**src/rtl/coco_eq_bus_gen.sv**
```systemverilog
// SAM-style bus generator for a 6809E core: E/Q enables,
// one bus cycle per E period, RAM/ROM/IO decode and strobes.
module coco_eq_bus_gen #(
  parameter int          DIV      = 4,
  parameter logic [15:0] ROM_BASE = 16'h8000,
  parameter logic [15:0] IO_BASE  = 16'hFF00
) (
  input  logic        clk,
  input  logic        reset,
  output logic        E,
  output logic        Q,
  input  logic [15:0] cpu_addr,
  input  logic        cpu_rnw,
  input  logic [7:0]  cpu_dout,
  output logic [7:0]  cpu_din,
  input  logic        cpu_ba,
  input  logic        cpu_bs,
  input  logic        halt_req,
  output logic        nHALT,
  output logic        halt_ack,
  output logic [15:0] mem_addr,
  output logic        ram_we,
  output logic [7:0]  ram_wdata,
  input  logic [7:0]  ram_rdata,
  input  logic [7:0]  rom_rdata,
  input  logic [7:0]  io_rdata,
  output logic        io_cs,
  output logic        io_we,
  output logic        cyc_start
);

  localparam int SW = (DIV > 1) ? $clog2(DIV) : 1;
  localparam logic [SW-1:0] SUB_MAX = SW'(DIV - 1);

  typedef enum logic [1:0] {
    RG_RAM,
    RG_ROM,
    RG_IO
  } region_e;

  logic [SW-1:0] sub;
  logic [1:0]    qtr;
  logic [1:0]    qtr_n;
  logic          adv;
  logic          latch;
  logic          rd_ld;
  logic          efall;
  logic          rel;
  logic          live;
  logic          rnw;
  region_e       rg;
  region_e       rg_in;
  logic [7:0]    rdmux;
  logic          wr_slot;

  assign adv   = (sub == SUB_MAX);
  assign qtr_n = adv ? qtr + 2'd1 : qtr;
  assign latch = adv && (qtr == 2'd0);
  assign rd_ld = adv && (qtr == 2'd2);
  assign efall = adv && (qtr == 2'd3);
  assign rel   = cpu_ba & cpu_bs;

  always_comb begin
    rg_in = RG_RAM;
    if (cpu_addr >= IO_BASE)
      rg_in = RG_IO;
    else if (cpu_addr >= ROM_BASE)
      rg_in = RG_ROM;
  end

  always_comb begin
    rdmux = 8'hFF;
    case (rg)
      RG_RAM:  rdmux = ram_rdata;
      RG_ROM:  rdmux = rom_rdata;
      RG_IO:   rdmux = io_rdata;
      default: rdmux = 8'hFF;
    endcase
  end

  // Strobes decode straight from state so reset masks them at once.
  assign wr_slot = live && !rnw && !reset
                && (qtr == 2'd3) && adv;
  assign ram_we    = wr_slot && (rg == RG_RAM);
  assign io_we     = wr_slot && (rg == RG_IO);
  assign ram_wdata = cpu_dout;

  always_ff @(posedge clk) begin
    if (reset) begin
      sub       <= '0;
      qtr       <= 2'd0;
      E         <= 1'b0;
      Q         <= 1'b0;
      cpu_din   <= 8'hFF;
      mem_addr  <= 16'h0000;
      nHALT     <= 1'b1;
      halt_ack  <= 1'b0;
      io_cs     <= 1'b0;
      cyc_start <= 1'b0;
      live      <= 1'b0;
      rnw       <= 1'b1;
      rg        <= RG_RAM;
    end else begin
      sub       <= adv ? '0 : sub + SW'(1);
      qtr       <= qtr_n;
      Q         <= (qtr_n == 2'd1) || (qtr_n == 2'd2);
      E         <= qtr_n[1];
      nHALT     <= ~halt_req;
      cyc_start <= 1'b0;
      if (latch) begin
        live <= ~rel;
        if (!rel) begin
          mem_addr  <= cpu_addr;
          rnw       <= cpu_rnw;
          rg        <= rg_in;
          cyc_start <= 1'b1;
          io_cs     <= (rg_in == RG_IO);
        end
      end
      if (rd_ld && live && rnw)
        cpu_din <= rdmux;
      if (efall) begin
        live     <= 1'b0;
        io_cs    <= 1'b0;
        halt_ack <= rel & halt_req;
      end else if (!halt_req) begin
        halt_ack <= 1'b0;
      end
    end
  end

endmodule
```
**config.mk**
```make
export PLATFORM = sky130hd
export DESIGN_NAME = coco_eq_bus_gen
export DESIGN_NICKNAME = d
export VERILOG_FILES = /design/src/rtl/coco_eq_bus_gen.sv
export SDC_FILE = /design/constraint.sdc
export NUM_CORES = 1
export LEC_CHECK = 0
export CAP_MARGIN = 20
export CORE_ASPECT_RATIO = 1.1
export CORE_MARGIN = 2
export CORE_UTILIZATION = 40
export CTS_BUF_LIST = sky130_fd_sc_hd__clkbuf_2
export DETAILED_ROUTE_END_ITERATION = 10
export PLACE_DENSITY = 0.89
export SLEW_MARGIN = 20
export SYNTH_ARGS = -nofsm -noshare
export SYNTH_HDL_FRONTEND = slang
export SYNTH_SLANG_ARGS = --single-unit
```
**constraint.sdc**
```tcl
create_clock -name clk -period 2.78 [get_ports clk]
set_input_delay 0.417 -clock clk [delete_from_list [all_inputs] [get_ports clk]]
set_output_delay 0.417 -clock clk [all_outputs]
set_load 0.01 [all_outputs]
```
==> results of run 1 <==
-- logic make-up after synthesis --
| family | after synthesis |
|---|---|
| AOI/OAI and AO/OA | 67 |
| and+or+nand+nor | 44 |
| DFF | 37 |
| buffers and inverters | 27 |
| muxes | 10 |
| adders and majority gates | 4 |
| xor gates and xnor gates | 1 |
-- worst paths after layout --
check                     from                 end  slack, ns  cells past startpoint
max          sub[0]$_SDFF_PP0_               io_we       0.30                      4
min          sub[0]$_SDFF_PP0_   sub[0]$_SDFF_PP0_       0.45                      1
min reg2reg  sub[0]$_SDFF_PP0_   sub[0]$_SDFF_PP0_       0.45                      1
max reg2reg  sub[0]$_SDFF_PP0_  io_cs$_SDFFE_PP0P_       1.00                      5
-- placed cells by master (no fill, tap or decap), types with 2 or more instances in the layout --
cell type,synthesis,final
nor3_1,2,2
and2_1,2,2
nor2_1,5,5
nand2b_1,2,2
mux2_2,8,8
inv_1,3,3
buf_4,8,2
clkbuf_2,0,6
nand4_1,3,3
nand3_1,17,17
mux2i_1,2,2
o22ai_1,8,8
clkinv_2,0,2
clkdlybuf4s50_1,0,77
o21ai_0,30,30
a21oi_1,27,27
nand4b_1,2,2
ha_1,4,3
dfxtp_1,37,36
nand2_1,3,3
-- sequential cells by signal, indices dropped and copies added, names as in the netlist, 2 cells and up --
register,flops
sub,2
cpu_din,8
mem_addr,16
rg,2
-- routing by layer --
metal	track usage	routed length [um]	vias to the layer above
met5	0	0	-
met2	0.3435	2229	69
met3	0.07221	345	16
li1	-	-	801
met1	0.2014	1682	780
met4	0.08796	124	0
-- timing repair --
action                                  CTS  global route
hold buffers                              0             0
endpoints found under the setup margin    0             2
gates resized for setup                   0             2
-- cell type report --
type / count / area, sq um / share of cell area
timing repair buffer: 79 / 785.8 / 0.3244
inverter: 3 / 11.26 / 0.004649
multi-input combinational: 126 / 778.2 / 0.3213
clock inverter: 2 / 10.01 / 0.004132
tap: 52 / 65.06 / 0.02686
clock buffer: 6 / 30.03 / 0.01240
sequential: 37 / 742.0 / 0.3063
-- power by group through the flow --
stage / logic (W) / clock network, W / registers, W
2_1_floorplan: 0.0000793 / 0 / 0.000571
3_3_place_gp: 0.000166 / 0 / 0.000569
4_1_cts: 0.000169 / 0.000240 / 0.000559
5_1_grt: 0.000183 / 0.000260 / 0.000561
6_report: 0.000169 / 0.000233 / 0.000559
3_5_place_dp: 0.000169 / 0 / 0.000570
-- through the flow --
stage | hold WS [ns] | area [sq um] | utilization | power (W)
finish | 0.4480 | 2422 | 0.6111 | 0.0009615
global route | 0.4688 | 2422 | 0.6111 | 0.001004
CTS | 0.4457 | 2419 | 0.6102 | 0.0009680
detailed placement | 0.4245 | 2379 | 0.6001 | 0.0007389
global placement | 0.4108 | 2379 | 0.6001 | 0.0007344
floorplan | 0.4043 | 1653 | - | 0.0006507
==> results.toml, run 1 <==
[synth]
synthCells = 190
synthFlopType = "dfxtp_1"
synth_area_sq_um = 1653
ys_seq_area_frac = 0.4481
synth_top_family_by_area = "compound AO/OA/AOI/OAI gates"
synthArstFlopShare = 0
netlist-cell-type-count = 31
synth-adder-area-share = 0.03028
synth_area_leader_cell = "dfxtp_1"
synth_edf_count = 0
synthesis.nets = 248
yosys.area_share.simple = 0.1506
yosys.cell_count.top_type = "dfxtp_1"
synthTopCellsByArea = "dfxtp_1 (45%), o21ai_0 (9.1%), a21oi_1 (8.2%), mux2_2 (5.5%), nand3_1 (5.1%)"
ys_warn_count = 0
synthXorXnorAreaFrac = 0.005299
avgSynthCellArea_sq_um = 8.699
netlist.area_leader.share = 0.4481
synth_common_cells = "dfxtp_1 (37), o21ai_0 (30), a21oi_1 (27), nand3_1 (17), clkbuf_1 (11)"
synth_mux_area_frac = 0.06662
synth-compound-area-share = 0.2165
ys_ff_latch = 37

[placed_design]
gp_congestion = 0.7532
io_buffers = 77
dpl.cell_count = 297
place_ws_ns = 0.4539
dp_hpwl_mm = 3.133

[critical_path]
crit_family = "buffers and inverters"
path_max_fanout = 13
path_buf_inv = 1
startpoint_type = "flip-flop"
critical_path_class = "reg2out"
end_kind = "primary output"
critPathArrivalTime_ns = 2.07
cp_slowest_stage_delay_ns = 0.59
critPathRequiredTime_ns = 2.36
path_cells = "ha_2 -> nand4b_1 -> nor4b_1 -> clkdlybuf4s50_1"
slowest_stage = "clkdlybuf4s50_1"

[pwr]
p_comb_frac = 0.176
peakVddDrop_v = 0.0002363
pwr-share-clk = 0.243
internal_power_w = 0.0007132
sequentialPowerShare = 0.581
p_sw_frac = 0.2582
netSwitchingPower_w = 0.0002483
p_leak_nw = 0.8205
power.density_nw_per_um2 = 396.9

[layout]
n_fill_cell = 347
antenna_cells = 0
drive_gt1_frac = 0.09091
area_growth_pct = 46.56
fin_nets = 310
stdcell_count = 305

[clock_network]
insertion_delay_ns = 0.39
cts_sinks = 37
clk_pin_slew_ns = 0.15
cts_tree = "yes"
clk_path_buf_depth = 2
numCtsBuffers = 5
root_buffer = "clkbuf_2"
htree_levels = 2
cts_post_setup_buffers_inserted = 0

[detailed_routing]
via_per_inst = 5.462
ant_nets = 0
wl_per_cell_um = 14.36
num_vias = 1666
routed_wl_mm = 4.381
drt_iter0_drc = 130
drtPass1Iterations = 4
drc = 0

[grt]
grt-ovfl-total = 0
grt_pass1_wl_mm = 7.024
antenna_found_initial = 0
grt_use_total = 0.1936
grt_pass1_vias = 1646
grt_max_degree = 38

[floorplanning]
core.rowCount = 24
die_h_um = 71.42
die_x_um = 65.29
top_level_ports = 94
die_area_sq_um = 4663
start_util = 0.4170
core-area_sq_um = 3964

[sta]
layout_min_cycle_time_ns = 2.485
finalHoldViolCount = 0
fmax_mhz = 402.5
rsz0062_at_grt = "false"
finalMaxSlewViolations = 0
setup_viol = 0
tns_ns = 0
finClkSkew_ns = 0.02151
tightest_slew_ns = 0.6729
fin_ws_ns = 0.2954
fin_crit_sh = 0.8937
slew_headroom = 0.5514

[worst_hold_path]
hp-class = "reg2reg"

[run]
drv_cap = 0

[run_status]
status = "complete, no violations"
(Power assumes the default switching activity.)
==> run 2, diff against run 1 <==
- CORE_MARGIN: 2 -> 5
==> run 2 against run 1 <==
Sequential share of layout area shrank 0.13 points; design area grew 0.26%; highest routed layer unchanged; wire length grew 1.6%; die area grew 18%; clock power grew 4%.
==> results.toml, run 2 (synthesized netlist as in run 1, its figures left out) <==
[run_status]
status = "complete, no violations"

[layout]
n_fill_cell = 362
stdcell_count = 306
antenna_cells = 0
fin_nets = 311
final_common_cell = "clkdlybuf4s50_1"
largestRegisters = "mem_addr x16, cpu_din x8"
largest_reg_flops = 16
drive_gt1_frac = 0.09055
regMostFlops = "mem_addr"
fin_util = 0.6081
mostFrequentLayoutCells = "clkdlybuf4s50_1 (77), dfxtp_1 (37), o21ai_0 (30)"
area_growth_pct = 46.93

[floorplanning]
top_level_ports = 94
die_h_um = 77.42
die_area_sq_um = 5519
start_util = 0.4138
die_x_um = 71.29
core-area_sq_um = 3994
core.rowCount = 24

[sta]
tightest_slew_ns = 0.6826
tns_ns = 0
rsz0062_at_grt = "false"
finalMaxSlewViolations = 0
layout_min_cycle_time_ns = 2.541
finalHoldViolCount = 0
fmax_mhz = 393.5
fin_ws_ns = 0.2388
fin_crit_sh = 0.9141
slew_headroom = 0.5449
finClkSkew_ns = 0.01493
setup_viol = 0

[detailed_routing]
wl_per_cell_um = 14.55
routed_wl_mm = 4.452
num_vias = 1624
drtPass1Iterations = 4
drt_iter0_drc = 98
ant_nets = 0
drc = 0
via_per_inst = 5.307

[clock_network]
cts_sinks = 37
clk_path_buf_depth = 2
root_buffer = "clkbuf_2"
cts_tree = "yes"
post_cts_resized = 0
clk_pin_slew_ns = 0.19
numCtsBuffers = 5
htree_levels = 2
cts_post_setup_buffers_inserted = 0
holdBufCountCts = 0
insertion_delay_ns = 0.38

[critical_path]
end_kind = "primary output"
startpoint_type = "flip-flop"
critPathRequiredTime_ns = 2.36
path_max_fanout = 13
critical_path_class = "reg2out"
critPathArrivalTime_ns = 2.12

[grt]
antenna_found_initial = 0
use_met1 = 0.1897
use_met3 = 0.05556
busiest_layer = "met2"
grt_max_degree = 38
grt_use_total = 0.1595
grt-ovfl-total = 0
grt_pass1_vias = 1554
grt_pass1_wl_mm = 7.182
use_met2 = 0.2675

[pwr]
peakVddDrop_v = 0.0002556
p_leak_nw = 0.8255
power.density_nw_per_um2 = 399.3

[placed_design]
dpl.cell_count = 298
io_buffers = 77
gp_congestion = 0.7918
place_ws_ns = 0.3931
dp_hpwl_mm = 3.134

[run]
drv_cap = 0

[worst_hold_path]
hp-class = "reg2reg"
-- run 2: worst paths after layout --
check        cells past startpoint  slack, ns                 to              start
min reg2reg                      1       0.45  sub[0]$_SDFF_PP0_  sub[0]$_SDFF_PP0_
max reg2reg                      4       1.04  live$_SDFFE_PP0P_  sub[0]$_SDFF_PP0_
min                              1       0.45  sub[0]$_SDFF_PP0_  sub[0]$_SDFF_PP0_
max                              4       0.24              io_we  sub[0]$_SDFF_PP0_
-- run 2: critical path, cell delays in order, from the launching register on --
cell and delay [ns]:
dfxtp_1 0.38, ha_2 0.32, nand4b_1 0.18, nor4b_1 0.27, clkdlybuf4s50_1 0.59
-- run 2: metal layers --
metal / vias up / share of wire
met2: 62 / 0.48
met1: 752 / 0.42
li1: 805 / -
met3: 5 / 0.086
met5: - / 0
met4: 0 / 0.0099
-- run 2: cell type report --
type                    count  area (sq um)  area share
clock buffers               6         30.03     0.01236
clock inverters             2         10.01    0.004122
inverters                   3         11.26    0.004637
multi-input cells         126         778.2      0.3205
flip-flops and latches     37         740.7      0.3050
well taps                  52         65.06     0.02679
repair buffers             80         793.3      0.3266
-- run 2: report_power, final --
| group | internal (W) | switching [W] | total (W) |
|---|---|---|---|
| registers | 0.000548 | 0.0000107 | 0.000559 |
| logic | 0.000102 | 0.0000666 | 0.000169 |
| clock network | 0.0000633 | 0.000179 | 0.000242 |
| total | 0.000714 | 0.000256 | 0.000970 |
-- run 2: stage by stage --
stage	total power [W]	area (sq um)	hold WS, ns
after floorplan	0.0006507	1653	0.4043
after global routing	0.001017	2429	0.4917
after detailed placement	0.0007378	2386	0.4229
after CTS	0.0009760	2426	0.4457
final	0.0009696	2429	0.4458
after global placement	0.0007352	2386	0.4114
